File: config.mk
export PLATFORM = sky130hd
export DESIGN_NAME = cmp_arbiter_flat
export DESIGN_NICKNAME = d
export VERILOG_FILES = /design/src/rtl/cmp_arbiter_pkg.sv /design/src/rtl/cmp_arbiter_if.sv /design/src/rtl/cmp_arbiter_cmp4_core.sv /design/src/rtl/cmp_arbiter.sv /design/src/flat_wrapper.sv
export SDC_FILE = /design/constraint.sdc
export NUM_CORES = 1
export LEC_CHECK = 0
export ABC_AREA = 0
export BUFFER_PORTS_ARGS = -buffer_cell sky130_fd_sc_hd__buf_2
export CAP_MARGIN = 40
export CORE_ASPECT_RATIO = 1.4
export CORE_MARGIN = 4
export CORE_UTILIZATION = 51
export CTS_BUF_LIST = sky130_fd_sc_hd__clkbuf_16
export CTS_CLUSTER_SIZE = 10
export DETAILED_ROUTE_END_ITERATION = 10
export PLACE_DENSITY = 0.84
export RECOVER_POWER = 100
export SLEW_MARGIN = 10
export SYNTH_ARGS = -nofsm -noshare
export SYNTH_HDL_FRONTEND = slang
export SYNTH_SLANG_ARGS = --single-unit
File: constraint.sdc
create_clock -name clk -period 4.1 [get_ports clk]
set_clock_uncertainty 0.1 [all_clocks]
set_input_delay 0.41 -clock clk [delete_from_list [all_inputs] [get_ports clk]]
set_output_delay 0.41 -clock clk [all_outputs]
set_load 0.02 [all_outputs]
File: src/rtl/cmp_arbiter_pkg.sv
// Shared types and constants for the round-robin comparator arbiter.
// Consumers use the FLAG_* indices to pick result bits out of a flag vector.
package cmp_arbiter_pkg;

  localparam int DEF_N_REQ = 4;
  localparam int DEF_WIDTH = 4;

  localparam int FLAG_GT   = 0;
  localparam int FLAG_EQ   = 1;
  localparam int FLAG_LT   = 2;
  localparam int NUM_FLAGS = 3;

  typedef enum logic [1:0] {
    ST_IDLE    = 2'd0,
    ST_COMPARE = 2'd1,
    ST_DONE    = 2'd2
  } state_e;

endpackage

File: src/rtl/cmp_arbiter_if.sv
// Requester-side bus of the comparator arbiter: level requests with packed operands in,
// one-hot grant plus tagged, done-qualified result flags out.
interface cmp_arbiter_if
  import cmp_arbiter_pkg::*;
#(
  parameter int N_REQ = DEF_N_REQ,
  parameter int WIDTH = DEF_WIDTH
);

  localparam int ID_W = $clog2(N_REQ);

  logic                   cmp_en;
  logic [N_REQ-1:0]       req;
  logic [N_REQ*WIDTH-1:0] a_in;
  logic [N_REQ*WIDTH-1:0] b_in;
  logic [N_REQ-1:0]       gnt;
  logic                   done;
  logic [ID_W-1:0]        done_id;
  logic                   greater;
  logic                   equal;
  logic                   less;

  modport master (
    output cmp_en, req, a_in, b_in,
    input  gnt, done, done_id, greater, equal, less
  );

  modport slave (
    input  cmp_en, req, a_in, b_in,
    output gnt, done, done_id, greater, equal, less
  );

endinterface

File: src/rtl/cmp_arbiter_cmp4_core.sv
// Combinational unsigned magnitude comparator; 0-cycle latency, no backpressure.
// All three outputs are forced low while en is low.
module cmp4_core
  import cmp_arbiter_pkg::*;
#(
  parameter int WIDTH = DEF_WIDTH
) (
  input  logic             en,
  input  logic [WIDTH-1:0] a,
  input  logic [WIDTH-1:0] b,
  output logic             gt,
  output logic             eq,
  output logic             lt
);

  assign gt = en && (a > b);
  assign eq = en && (a == b);
  assign lt = en && (a < b);

endmodule

File: src/rtl/cmp_arbiter.sv
// Round-robin share of one comparator core; grant 1 cycle and done 2 cycles after a sampled
// request, one op per 3 cycles; requesters wait by holding req, cmp_en low blocks new grants.
module cmp_arbiter
  import cmp_arbiter_pkg::*;
#(
  parameter int N_REQ = DEF_N_REQ,
  parameter int WIDTH = DEF_WIDTH
) (
  input  logic         clk,
  input  logic         rst,
  cmp_arbiter_if.slave bus
);

  localparam int ID_W = $clog2(N_REQ);

  localparam logic [1:0] IDLE    = ST_IDLE;
  localparam logic [1:0] COMPARE = ST_COMPARE;
  localparam logic [1:0] DONE    = ST_DONE;

  localparam logic [ID_W-1:0] LAST_ID = ID_W'(N_REQ - 1);

  logic [1:0]           state;
  logic [ID_W-1:0]      rr_ptr;
  logic [ID_W-1:0]      cur_id;
  logic [ID_W-1:0]      done_id_q;
  logic [WIDTH-1:0]     op_a;
  logic [WIDTH-1:0]     op_b;
  logic [NUM_FLAGS-1:0] flags;

  logic                 win_vld;
  logic [ID_W-1:0]      win_id;
  logic                 hi_vld;
  logic [ID_W-1:0]      hi_id;
  logic [ID_W-1:0]      lo_id;

  logic                 core_en;
  logic                 core_gt;
  logic                 core_eq;
  logic                 core_lt;
  logic [N_REQ-1:0]     gnt_vec;

  // Masked scan: lowest request at or above rr_ptr wins, else wrap to the lowest request overall.
  always_comb begin
    win_vld = 1'b0;
    hi_vld  = 1'b0;
    hi_id   = '0;
    lo_id   = '0;
    for (int i = N_REQ - 1; i >= 0; i--) begin
      if (bus.req[i]) begin
        win_vld = 1'b1;
        lo_id   = ID_W'(i);
        if (i >= int'(rr_ptr)) begin
          hi_vld = 1'b1;
          hi_id  = ID_W'(i);
        end
      end
    end
    win_id = hi_vld ? hi_id : lo_id;
  end

  always_ff @(posedge clk) begin
    if (rst) begin
      state     <= IDLE;
      rr_ptr    <= '0;
      cur_id    <= '0;
      done_id_q <= '0;
      op_a      <= '0;
      op_b      <= '0;
      flags     <= '0;
    end else begin
      case (state)
        IDLE: begin
          if (bus.cmp_en && win_vld) begin
            op_a   <= bus.a_in[int'(win_id)*WIDTH +: WIDTH];
            op_b   <= bus.b_in[int'(win_id)*WIDTH +: WIDTH];
            cur_id <= win_id;
            state  <= COMPARE;
          end
        end
        COMPARE: begin
          flags[FLAG_GT] <= core_gt;
          flags[FLAG_EQ] <= core_eq;
          flags[FLAG_LT] <= core_lt;
          done_id_q      <= cur_id;
          state          <= DONE;
        end
        DONE: begin
          rr_ptr <= (cur_id == LAST_ID) ? '0 : cur_id + 1'b1;
          state  <= IDLE;
        end
        default: state <= IDLE;
      endcase
    end
  end

  assign core_en = (state == COMPARE);

  cmp4_core #(
    .WIDTH(WIDTH)
  ) u_core (
    .en(core_en),
    .a (op_a),
    .b (op_b),
    .gt(core_gt),
    .eq(core_eq),
    .lt(core_lt)
  );

  always_comb begin
    gnt_vec = '0;
    if (state == COMPARE) gnt_vec[cur_id] = 1'b1;
  end

  assign bus.gnt     = gnt_vec;
  assign bus.done    = (state == DONE);
  assign bus.done_id = done_id_q;
  assign bus.greater = flags[FLAG_GT];
  assign bus.equal   = flags[FLAG_EQ];
  assign bus.less    = flags[FLAG_LT];

endmodule

File: src/flat_wrapper.sv
// flat-port wrapper written by rule: the top's interface ports become plain ports
module cmp_arbiter_flat import cmp_arbiter_pkg::*;
#(
  parameter int N_REQ = DEF_N_REQ,
  parameter int WIDTH = DEF_WIDTH
)
  (clk, rst, bus_cmp_en, bus_req, bus_a_in, bus_b_in, bus_gnt, bus_done, bus_done_id, bus_greater, bus_equal, bus_less);
  cmp_arbiter_if #(.N_REQ(N_REQ), .WIDTH(WIDTH)) bus_i ();
  input  logic clk;
  input  logic rst;
  input wire logic [$bits(bus_i.cmp_en)-1:0] bus_cmp_en;
  input wire logic [$bits(bus_i.req)-1:0] bus_req;
  input wire logic [$bits(bus_i.a_in)-1:0] bus_a_in;
  input wire logic [$bits(bus_i.b_in)-1:0] bus_b_in;
  output wire logic [$bits(bus_i.gnt)-1:0] bus_gnt;
  output wire logic [$bits(bus_i.done)-1:0] bus_done;
  output wire logic [$bits(bus_i.done_id)-1:0] bus_done_id;
  output wire logic [$bits(bus_i.greater)-1:0] bus_greater;
  output wire logic [$bits(bus_i.equal)-1:0] bus_equal;
  output wire logic [$bits(bus_i.less)-1:0] bus_less;
  assign bus_i.cmp_en = bus_cmp_en;
  assign bus_i.req = bus_req;
  assign bus_i.a_in = bus_a_in;
  assign bus_i.b_in = bus_b_in;
  assign bus_gnt = bus_i.gnt;
  assign bus_done = bus_i.done;
  assign bus_done_id = bus_i.done_id;
  assign bus_greater = bus_i.greater;
  assign bus_equal = bus_i.equal;
  assign bus_less = bus_i.less;
  cmp_arbiter #(.N_REQ(N_REQ), .WIDTH(WIDTH)) u_core (.clk(clk), .rst(rst), .bus(bus_i));
endmodule
==> flow_summary.ini, run 1 <==
[clock_network]
tritoncts = yes
post-cts-setup-buffer-count = 0
skew_pair_late_insertion_delay_ns = 0.25
postCtsResizedCells = 0
clkTransAtPathRegs_ns = 0.05
numCtsBuffers = 3
cts.sinks = 19
cts_max_level = 1
cts.hold.buffers_added = 0
cts-root-to-sink-buffers = 2
cts_root_buf = clkbuf_16

[setup_path]
critical_path_required_ns = 4.11
worstSetupPathType = input port to flop
crit_path_max_fanout = 11
critical_path_arrival_ns = 2.08
worst_setup_path_end_kind = flop
setup.worst_path.start_class = input port

[floorplan]
placementRows = 20
initial_cell_density_of_the_core = 0.549
chipHeight_um = 65.9
core_area_um2 = 2230
chipWidth_um = 49.4
ioPinCount = 49
dieArea_um2 = 3260

[cells_and_area]
antenna-diode-count = 0
nets = 219
area_delta_synth_final_pct = 21.1
drive_gt1_frac = 0.316

[yosys]
synthArstFlopShare = 0
synth.distinct_cells = 32
syn-num-nets = 171
synth.largest_area_cell = dfxtp_1
synth_top_area_share = 0.311
synth_top_cells_by_area = dfxtp_1 31%, mux2i_1 16%, o221ai_2 9.8%
synthTopCellsByCount = 19 x dfxtp_1, 19 x mux2i_1, 9 x nor2_1
synth-edff-count = 0
synth_seq_area_share = 0.311
postSynthRegisterBits = 19
count_of_mapped_cells_out_of_synthesis = 124
synth-warning-count = 0
synthesis.area_per_instance_um2 = 9.86
top_flip_flop_cell_by_instance_count_after_synthesis = dfxtp_1
synth_area_um2 = 1220

[timing]
slew_violations = 0
post-route-period-util = 0.503
timing.hold.ws_ns = 0.357
achievable-frequency_mhz = 485
setup_viol = 0
unrepaired_setup_endpoints_after_global_routing = no
tightestPinTransition_ns = 0.706
fin_setup_tns_ns = 0
setup_slack_ns = 2.04
timing.slew.headroom = 0.528
finalWorstPathRequiredPeriod_ns = 2.06
hold_viol = 0

[place]
dp_worst_setup_slack_ns = 1.95
place.port_buffers = 48
dp_hpwl_um = 2240
gp_congestion = 0.785

[global_routing]
number_of_antenna_violations_at_the_first_check_in_global_routing = 0
grt_pass1_vias = 1071
track_usage = 0.181
maximum_number_of_pins_on_one_net_before_global_route_repair = 20
grt_first_pass_wirelength_um = 4530
grt.overflow.total = 0

[power]
total_leakage_power_uw = 0.000639
p_per_area_nw_per_um2 = 348
worst_ir_drop_vdd_uv = 233

[routing]
route.detailed.wl_per_inst_um = 14.7
drt_pass1_iterations = 4
postRouteWirelength_um = 2850
postRouteAntennaNets = 0
post_route_drc_violation_count = 0
via_count = 1102
initialDrtViolationCount = 25
vias_per_cell = 5.71

[min_path]
worst_min_delay_path_class = input port to flop

[flow_run]
drv_cap = 0

[status]
outcome = finished, final reports clean
[metal layers]
layer	share of wire	up-vias	track usage	routed length (µm)
li1	-	538	-	-
met3	0.075	9	0.0293	212
met4	0.026	0	0.0934	74
met2	0.54	52	0.356	1530
met5	0	-	0	0
met1	0.36	503	0.177	1020
[critical path, cell delays in order]
cell      delay, ns
clkbuf_1       0.12
or4_1          0.54
nand3_1        0.36
nor2_1         0.14
nand2b_1       0.33
o221ai_1       0.17
[through the flow]
step	utilization	power [µW]	instance area, µm²	std cells
after floorplan	-	293	1220	124
after global placement	0.648	320	1440	189
after detailed placement	0.648	327	1440	189
after CTS	0.683	522	1520	193
after global routing	0.665	537	1480	193
final	0.665	515	1480	193
[placed cells by master, fill, tap and decap left out]
cell,synthesis,layout
nand3b_1,8,8
nand2_2,1,1
o221ai_1,0,4
o21ai_0,1,1
inv_2,1,1
ha_1,8,8
o21a_1,2,2
nor2b_1,4,4
mux2i_1,19,19
inv_1,8,9
o21ai_2,1,1
a41oi_1,1,1
nand2_1,6,6
clkbuf_1,1,7
nor3_1,1,1
dfxtp_1,19,19
a22o_1,1,1
nand2b_1,4,4
o221ai_2,8,4
a221oi_2,1,1
o31ai_1,1,1
or4_1,1,1
nor2_1,9,10
a21oi_4,1,1
a21oi_1,6,6
and2_0,0,4
a21oi_2,1,1
clkbuf_16,0,3
buf_2,1,41
nand3_1,0,1
[power breakdown]
| part | switching, µW | internal [µW] |
|---|---|---|
| sequential | 9.85 | 198 |
| combinational | 59.5 | 52.1 |
| clock | 65.4 | 130 |
[final cells by class]
type | instances | area (µm²)
fillers | 189 | 747
clock inverters | 1 | 3.75
clock buffers | 3 | 75.1
flip-flops and latches | 19 | 380
well taps | 22 | 27.5
multi-input cells | 91 | 728
repair buffers | 48 | 231
inverters | 9 | 33.8
[kinds of logic (layout without fill, tap and decap cells)]
| family | count (synthesis) | in the layout | synth area share |
|---|---|---|---|
| compound gates | 24 | 24 | 0.200 |
| fa+ha+maj | 8 | 8 | 0.0819 |
| buf+inv | 14 | 61 | 0.0665 |
| flops | 19 | 19 | 0.311 |
| mux | 19 | 19 | 0.156 |
| simple gates | 40 | 40 | 0.185 |
[final timing paths]
| check | to | slack (ns) | start | depth (start not counted) |
|---|---|---|---|---|
| setup / recovery | u_core.op_a[3]$_SDFFE_PP0P_ | 2.04 | bus_req[2] | 6 |
| hold / removal | u_core.op_a[2]$_SDFFE_PP0P_ | 0.36 | bus_a_in[6] | 3 |
| setup reg to reg | u_core.op_a[3]$_SDFFE_PP0P_ | 2.20 | u_core.rr_ptr[1]$_SDFFE_PP0P_ | 5 |
| hold reg to reg | u_core.bus.done_id[1]$_SDFFE_PP0P_ | 0.36 | u_core.bus.done_id[1]$_SDFFE_PP0P_ | 2 |
[registers in the layout, summed over array words and instances (netlist names)]
register / cells
u_core.flags: 3
u_core.bus.done_id: 2
u_core.op_b: 4
u_core.state: 2
u_core.op_a: 4
u_core.cur_id: 2
u_core.rr_ptr: 2
(Power assumes the default switching activity.)
==> run 2: changes to the inputs <==
Settings changed: CORE_UTILIZATION 51 to 43, PLACE_DENSITY 0.84 to 0.75.
Clock period 4.1 ns to 1.75 ns, I/O delays scaled along.
==> run 2 against run 1 <==
  * Register-to-register slack got worse by 2.1 ns
  * Setup slack got worse by 2.0 ns
  * Sequential share of layout area decreased by 1.0 points
  * Hold slack got worse by 0.22 ns
  * Sequential power increased by 130%
  * Global-route usage decreased by 1.4 points
  * Largest power group unchanged
  * Combinational power increased by 150%
  * Largest cell class unchanged
  * Cell area increased by 4.5%
  * Total power increased by 140%
  * Sequential cell count unchanged
  * Non-clock buffer count increased by 3
==> flow_summary.ini, run 2 (same netlist as run 1, synthesis figures left out) <==
[floorplan]
placementRows = 22
initial_cell_density_of_the_core = 0.458
dieArea_um2 = 3770
chipWidth_um = 53.1
core_area_um2 = 2670
chipHeight_um = 71.1
ioPinCount = 49

[timing]
achievable-frequency_mhz = 600
timing.slew.headroom = 0.732
tightestPinTransition_ns = 0.401
timing.hold.ws_ns = 0.134
hold_viol = 0
unrepaired_setup_endpoints_after_global_routing = no
post-route-period-util = 0.952
fin_setup_tns_ns = 0
slew_violations = 0
setup_viol = 0
finalWorstPathRequiredPeriod_ns = 1.67

[setup_path]
critical_path_required_ns = 1.77
setup.worst_path.start_class = flop
critical_path.max_stage_delay_ns = 0.35
critical_path.slowest_cell = dfxtp_1
critical_path_arrival_ns = 1.69
sequence_of_cells_on_the_critical_path = a21oi_2, o21ai_2, a21oi_4, buf_12, mux2i_1, o221ai_2
crit_path_max_fanout = 15
worst_setup_path_end_kind = flop
worstSetupPathType = flop to flop

[cells_and_area]
area_delta_synth_final_pct = 26.5
layout_commonest_cell = buf_2
commonest_cells_after_routing_fill_and_taps_aside = 40 x buf_2, 19 x mux2i_1, 18 x dfxtp_1, 9 x inv_1, 9 x nor2_1
largest_registers = u_core.op_a: 4 flops, u_core.op_b: 4 flops, u_core.flags: 3 flops
antenna-diode-count = 0
drive_gt1_frac = 0.345
nets = 222

[place]
gp_congestion = 0.754
dp_hpwl_um = 2250
place.port_buffers = 48

[routing]
initialDrtViolationCount = 8
postRouteAntennaNets = 0
route.detailed.wl_per_inst_um = 13.2
vias_per_cell = 5.17
via_count = 1086
postRouteWirelength_um = 2770
drt_pass1_iterations = 4
post_route_drc_violation_count = 0

[power]
swShare = 0.261
p_per_area_nw_per_um2 = 790
combPwrFrac = 0.226
clock_power_share = 0.376
switchingPower_uw = 319
power_report.internal_total_uw = 903
total_leakage_power_uw = 0.000659
worst_ir_drop_vdd_uv = 516
seq_power_share = 0.398

[global_routing]
number_of_antenna_violations_at_the_first_check_in_global_routing = 0
grt.overflow.total = 0
grt_first_pass_wirelength_um = 4800
track_usage = 0.167
grt_pass1_vias = 1163
maximum_number_of_pins_on_one_net_before_global_route_repair = 20

[clock_network]
skew_pair_late_insertion_delay_ns = 0.25
post-cts-setup-buffer-count = 0
clkTransAtPathRegs_ns = 0.05
cts.hold.buffers_added = 0
cts_max_level = 1
tritoncts = yes
postCtsResizedCells = 0
cts.sinks = 19
cts_root_buf = clkbuf_16
numCtsBuffers = 3
cts-root-to-sink-buffers = 2

[flow_run]
drv_cap = 0

[min_path]
worst_min_delay_path_class = input port to flop

[status]
outcome = finished, final reports clean
-- run 2: worst max-delay path: cells and delay by family (launching register included) --
family	cells	cell delay (ns)
AO/OA/AOI/OAI	4	0.62
buffers and inverters	1	0.19
flip-flops	1	0.35
multiplexers	1	0.27
-- run 2: routing by layer --
metal,wire length [µm],global-route usage
met2,1470,0.305
met5,0,0
met1,1060,0.182
met4,45,0.0653
met3,190,0.0295
-- run 2: worst paths after layout --
path	startpoint	endpoint	slack [ns]	cells past startpoint
setup / recovery	u_core.rr_ptr[1]$_SDFFE_PP0P_	u_core.op_a[3]$_SDFFE_PP0P_	0.08	6
setup reg to reg	u_core.rr_ptr[1]$_SDFFE_PP0P_	u_core.op_a[3]$_SDFFE_PP0P_	0.08	6
hold / removal	bus_a_in[6]	u_core.op_a[2]$_SDFFE_PP0P_	0.13	3
hold reg to reg	u_core.bus.done_id[0]$_SDFFE_PP0P_	u_core.bus.done_id[0]$_SDFFE_PP0P_	0.35	2
-- run 2: final cells by class --
cell class              count  area (µm²)
repair buffers             51         264
clock inverters             1        3.75
well taps                  36        45.0
clock buffers               3        75.1
fillers                   261        1120
inverters                   9        33.8
multi-input cells          91         743
flip-flops and latches     19         382
-- run 2: metrics by stage --
step	setup WS (ns)	utilization	total power [µW]	cell area [µm²]	instances
finish	0.0843	0.579	1220	1550	210
global route	0.00225	0.579	1290	1550	210
CTS	0.0491	0.590	1240	1570	210
detailed placement	0.0841	0.560	780	1500	206
global placement	0.117	0.560	766	1500	206
floorplan	0.173	-	687	1220	124
-- run 2: power by group through the flow --
stage | registers [µW] | clock network (µW) | logic (µW)
floorplan | 496 | 0 | 191
global placement | 493 | 0 | 273
detailed placement | 494 | 0 | 286
CTS | 485 | 466 | 289
global route | 491 | 483 | 312
finish | 487 | 460 | 276
